==> config.mk <==
export PLATFORM = sky130hd
export DESIGN_NAME = vga_timing_gen
export DESIGN_NICKNAME = d
export VERILOG_FILES = /design/src/rtl/vga_timing_pkg.sv /design/src/rtl/vga_sync_delay.sv /design/src/rtl/vga_timing_gen.sv
export SDC_FILE = /design/constraint.sdc
export NUM_CORES = 1
export LEC_CHECK = 0
export ABC_AREA = 1
export CAP_MARGIN = 20
export CORE_MARGIN = 2
export CORE_UTILIZATION = 40
export CTS_CLUSTER_DIAMETER = 100
export DETAILED_ROUTE_END_ITERATION = 8
export PLACE_DENSITY = 0.65
export SKIP_CTS_REPAIR_TIMING = 1
export SLEW_MARGIN = 20
export SYNTH_ARGS = -nofsm -noshare
export SYNTH_HDL_FRONTEND = slang
export SYNTH_SLANG_ARGS = --single-unit
==> constraint.sdc <==
create_clock -name vga_clk -period 1.4 [get_ports vga_clk]
set_input_delay 0.35 -clock vga_clk [delete_from_list [all_inputs] [get_ports vga_clk]]
set_output_delay 0.35 -clock vga_clk [all_outputs]
set_load 0.05 [all_outputs]
==> src/rtl/vga_timing_pkg.sv <==
// VGA timing constants, derived totals and shared types.
// Used by vga_timing_gen and vga_sync_delay.
package vga_timing_pkg;

    typedef logic [9:0] coord_t;

    typedef struct packed {
        logic hs;
        logic vs;
        logic blank;
    } sync_t;

    localparam sync_t SYNC_IDLE = '{hs: 1'b1, vs: 1'b1, blank: 1'b0};

    function automatic int line_total(int act, int fp, int syn, int bp);
        return act + fp + syn + bp;
    endfunction

    localparam int H_ACTIVE_DEF = 640;
    localparam int H_FP_DEF     = 16;
    localparam int H_SYNC_DEF   = 96;
    localparam int H_BP_DEF     = 48;
    localparam int V_ACTIVE_DEF = 480;
    localparam int V_FP_DEF     = 10;
    localparam int V_SYNC_DEF   = 2;
    localparam int V_BP_DEF     = 33;

    localparam int H_TOTAL_DEF =
        line_total(H_ACTIVE_DEF, H_FP_DEF, H_SYNC_DEF, H_BP_DEF);
    localparam int V_TOTAL_DEF =
        line_total(V_ACTIVE_DEF, V_FP_DEF, V_SYNC_DEF, V_BP_DEF);

endpackage

==> src/rtl/vga_sync_delay.sv <==
// Fixed-depth shift register with a reset value per stage.
// DEPTH=0 degenerates to a combinational pass-through.
module vga_sync_delay #(
    parameter int               WIDTH   = 3,
    parameter int               DEPTH   = 1,
    parameter logic [WIDTH-1:0] RST_VAL = '0
) (
    input  logic             vga_clk,
    input  logic             reset,
    input  logic [WIDTH-1:0] d,
    output logic [WIDTH-1:0] q
);

    if (DEPTH == 0) begin : g_pass
        logic unused_clk_rst;
        assign unused_clk_rst = vga_clk ^ reset;
        assign q = d;
    end else begin : g_sr
        logic [WIDTH-1:0] sr [DEPTH];

        always_ff @(posedge vga_clk or posedge reset) begin
            if (reset) begin
                for (int i = 0; i < DEPTH; i++) sr[i] <= RST_VAL;
            end else begin
                sr[0] <= d;
                for (int i = 1; i < DEPTH; i++) sr[i] <= sr[i-1];
            end
        end

        assign q = sr[DEPTH-1];
    end

endmodule

==> src/rtl/vga_timing_gen.sv <==
// VGA raster counters, sync/blank generation and frame counter.
// Optional colour-bar generator: define VGA_TIMING_TEST_PATTERN_EN.
module vga_timing_gen
    import vga_timing_pkg::*;
#(
    parameter int H_ACTIVE = H_ACTIVE_DEF,
    parameter int H_FP     = H_FP_DEF,
    parameter int H_SYNC   = H_SYNC_DEF,
    parameter int H_BP     = H_BP_DEF,
    parameter int V_ACTIVE = V_ACTIVE_DEF,
    parameter int V_FP     = V_FP_DEF,
    parameter int V_SYNC   = V_SYNC_DEF,
    parameter int V_BP     = V_BP_DEF,
    parameter int SYNC_DLY = 1
) (
    input  logic        vga_clk,
    input  logic        reset,
    output logic [9:0]  DrawX,
    output logic [9:0]  DrawY,
    output logic        hs,
    output logic        vs,
    output logic        blank,
    output logic        sync,
    output logic        line_start,
    output logic        frame_start,
    output logic [15:0] frame_count
`ifdef VGA_TIMING_TEST_PATTERN_EN
    ,
    output logic [3:0]  tp_red,
    output logic [3:0]  tp_green,
    output logic [3:0]  tp_blue
`endif
);

    localparam int H_TOTAL = line_total(H_ACTIVE, H_FP, H_SYNC, H_BP);
    localparam int V_TOTAL = line_total(V_ACTIVE, V_FP, V_SYNC, V_BP);

    localparam coord_t H_LAST = coord_t'(H_TOTAL - 1);
    localparam coord_t V_LAST = coord_t'(V_TOTAL - 1);
    localparam coord_t H_VIS  = coord_t'(H_ACTIVE);
    localparam coord_t V_VIS  = coord_t'(V_ACTIVE);
    localparam coord_t HS_BEG = coord_t'(H_ACTIVE + H_FP);
    localparam coord_t HS_END = coord_t'(H_ACTIVE + H_FP + H_SYNC);
    localparam coord_t VS_BEG = coord_t'(V_ACTIVE + V_FP);
    localparam coord_t VS_END = coord_t'(V_ACTIVE + V_FP + V_SYNC);

    coord_t hc;
    coord_t vc;
    logic   h_end;
    logic   v_end;

    assign h_end = (hc == H_LAST);
    assign v_end = (vc == V_LAST);

    always_ff @(posedge vga_clk or posedge reset) begin
        if (reset) begin
            hc          <= '0;
            vc          <= '0;
            frame_count <= '0;
        end else if (h_end) begin
            hc <= '0;
            vc <= v_end ? '0 : vc + 1'b1;
            if (v_end) frame_count <= frame_count + 16'd1;
        end else begin
            hc <= hc + 1'b1;
        end
    end

    assign DrawX       = hc;
    assign DrawY       = vc;
    assign sync        = 1'b0;
    assign line_start  = (hc == '0);
    assign frame_start = (hc == '0) && (vc == '0);

    sync_t s_u;
    sync_t s_d;

    // Blank is gated so a zero-depth delay still shows idle in reset.
    always_comb begin
        s_u       = SYNC_IDLE;
        s_u.hs    = !((hc >= HS_BEG) && (hc < HS_END));
        s_u.vs    = !((vc >= VS_BEG) && (vc < VS_END));
        s_u.blank = (hc < H_VIS) && (vc < V_VIS) && !reset;
    end

    vga_sync_delay #(
        .WIDTH   ($bits(sync_t)),
        .DEPTH   (SYNC_DLY),
        .RST_VAL (SYNC_IDLE)
    ) u_sync_dly (
        .vga_clk (vga_clk),
        .reset   (reset),
        .d       (s_u),
        .q       (s_d)
    );

    assign hs    = s_d.hs;
    assign vs    = s_d.vs;
    assign blank = s_d.blank;

`ifdef VGA_TIMING_TEST_PATTERN_EN
    localparam int     BAR_I = (H_ACTIVE / 8 > 0) ? H_ACTIVE / 8 : 1;
    localparam coord_t BAR_W = coord_t'(BAR_I);

    logic [2:0]  bar;
    logic [11:0] tp_u;
    logic [11:0] tp_d;

    assign bar  = 3'(hc / BAR_W);
    assign tp_u = {{4{bar[2]}}, {4{bar[1]}}, {4{bar[0]}}};

    vga_sync_delay #(
        .WIDTH   (12),
        .DEPTH   (SYNC_DLY),
        .RST_VAL ('0)
    ) u_tp_dly (
        .vga_clk (vga_clk),
        .reset   (reset),
        .d       (tp_u),
        .q       (tp_d)
    );

    assign {tp_red, tp_green, tp_blue} = s_d.blank ? tp_d : 12'h000;
`endif

endmodule
==> out/metrics.yaml <==
run_status:
  status: "complete, but fails checks"
  violations: "negative setup slack"
global_routing:
  grt.overflow.total: 0
  grt_usage: 0.207
  grt_pass1_vias: 2303
  antenna_found_initial: 0
  grt_pass1_wl_mm: 10.5
  grt_max_degree: 22
floorplanning:
  start_util: 0.407
  die_h_um: 81.2
  dieArea_sq_um: 6590
  core-area_sq_um: 5850
  die_width_um: 81.2
  ios: 44
  num_rows: 28
cts:
  cts_tree: "built"
  numClockSinks: 39
  cts_buffers: 5
  h-tree-depth: 2
  clk_pin_slew_ps: 80
  clkLatencyLatePin_ps: 300
  root_buffer: "clkbuf_8"
  clockBufferDepth: 2
sta:
  timing.final.crit_share: 1.33
  fin_skew_ps: 8.48
  rsz0062_at_grt: "yes"
  finalSetupViolations: 42
  fmax_mhz: 538
  hold_violations: 0
  drv_slew: 0
  timing.final.ws_setup_ps: -457
  period_needed_ps: 1860
cells_and_area:
  final_cells: 499
  mostFrequentLayoutCell: "nand2_1"
  final_layout_size_suffix_gt1_frac: 0.517
  layout.nets: 431
  final_cell_mix: "78 x nand2_1, 49 x buf_4, 46 x buf_12"
  antennaDiodeCount: 0
  final_util: 0.758
  synthToLayoutAreaGrowth_pct: 86.0
setup_path:
  r2r_end: "DrawY[1]"
  cp_cell_sequence: "nor2_4 > nand3_4 > nor4_4 > buf_12"
  cp.required_ps: 1050
  worst_path_max_delay_cell: "dfrtp_2"
  critPathMaxFanout: 2
  r2r-start: "DrawX[0]"
  critPathMaxStageDelay_ps: 450
  reg2reg_slack_ps: -220
  crit_buf_inv: 1
  startpoint_type: "register"
  reg2regPathDepth: 10
  path_class: "reg -> out"
  cp-end-kind: "primary output"
  critPathTopFamily: "simple AND/OR/NAND/NOR gates"
  arrival_ps: 1510
synth:
  syn_inst: 302
  synth_cell_types: 33
  ys_ff_latch: 39
  yosys_warnings: 0
  synth_top_cells_by_area: "dfrtp_1 39%, nand2_1 15%, inv_1 5.2%, nor2_1 4.6%, nand3_1 4.0%"
  yosys.area.top_type: "dfrtp_1"
  synth.net_count: 310
  yosysSeqAreaShare: 0.410
  syn_avg_cell_area_sq_um: 7.89
  synth_top_area_frac: 0.388
  netlist_area_sq_um: 2380
placement:
  place.gp.congestion: 0.913
  io_buffers: 42
  dpl.hpwl_mm: 4.67
  place_inst: 473
drt:
  wl_mm: 7.92
  drt_iter0_drc: 154
  routedWlPerCell_um: 15.9
  via_per_inst: 5.28
  ant_nets: 0
  vias: 2635
  firstDrtPassIters: 5
  route.detailed.drc: 0
power_and_ir_drop:
  power.density_nw_per_um2: 453
  leakage_nw: 1.98
  peakVddDrop_uv: 442
worst_hold_path:
  hp-class: "in -> async"
job:
  drv_cap: 0
tightest hold or removal path: stages:
cell	delay, ps
clkdlybuf4s50_1	440
clkinvlp_4	100
buf_4	260
synth_stat cells:
cell	count
o2111ai_1	1
buf_2	1
nand2_1	93
nand3_4	2
buf_4	2
nor4_1	2
inv_2	3
conb_1	1
nand3b_1	1
o211ai_1	1
buf_6	2
nor2_8	2
nor2_1	29
nand3_1	19
ha_1	6
or2_2	1
xor2_1	9
nand4_4	1
dfstp_2	2
nand2_4	3
nor3_1	9
o21ai_2	1
inv_1	33
xnor2_1	9
a21oi_1	3
nor3b_2	1
nor2_2	3
nand4_1	6
nor3_4	1
nand3b_4	1
dfrtp_1	37
o21ai_0	16
nor2_4	1
through the flow:
| step | setup TNS, ps | instance area (sq um) | power [mW] | setup WS, ps | hold slack [ps] |
|---|---|---|---|---|---|
| after floorplan | -4610 | 2490 | 1.18 | -488 | 325 |
| after global placement | -1510 | 3840 | 1.20 | -154 | 517 |
| after detailed placement | -2110 | 3840 | 1.20 | -152 | 530 |
| after CTS | -3420 | 3930 | 2.00 | -515 | 491 |
| after global routing | -7990 | 4430 | 2.06 | -530 | 511 |
| final | -5900 | 4430 | 2.01 | -457 | 476 |
metal layers:
metal	global-route usage	routed length, um
met1	0.259	2990
met2	0.360	4280
met5	0	0
met3	0.0511	493
met4	0.0492	153
area by class of cell:
| cell class | count | area, sq um |
|---|---|---|
| Multi-Input combinational cell | 223 | 1530 |
| Timing Repair Buffer | 118 | 1570 |
| Fill cell | 329 | 1420 |
| Inverter | 36 | 141 |
| Clock inverter | 1 | 5.00 |
| Tap cell | 75 | 93.8 |
| Sequential cell | 39 | 1010 |
| Clock buffer | 7 | 86.3 |
worst max-delay path by stage:
| stage | startpoint | endpoint | cells past startpoint |
|---|---|---|---|
| after detailed placement | DrawX[5] | frame_start | 4 |
| after floorplan | DrawX[7] | frame_start | 3 |
| final | DrawY[7] | frame_start | 4 |
| after CTS | DrawX[5] | frame_start | 4 |
| after global routing | DrawY[7] | frame_start | 4 |
| after global placement | DrawY[6] | frame_start | 4 |
flip-flops by register name, indices dropped and copies added (netlist names):
signal	flops
DrawY	10
DrawX	10
frame_count	16
u_sync_dly.q	3
where the power goes:
| group | internal (mW) | switching [mW] |
|---|---|---|
| Sequential | 1.13 | 0.00151 |
| Combinational | 0.0134 | 0.0383 |
| Clock | 0.399 | 0.430 |
cells by family (layout without fill, tap and decap cells):
group	count (synthesis)	count (layout)	synth area share
xor gates and xnor gates	18	18	0.0661
other	1	1	0.00157
DFF	39	39	0.410
adders and majority gates	6	6	0.0315
and+or+nand+nor	175	176	0.365
AOI/OAI and AO/OA	22	22	0.0504
buffers and inverters	41	162	0.0745
Power figures use the tool's default switching activity.
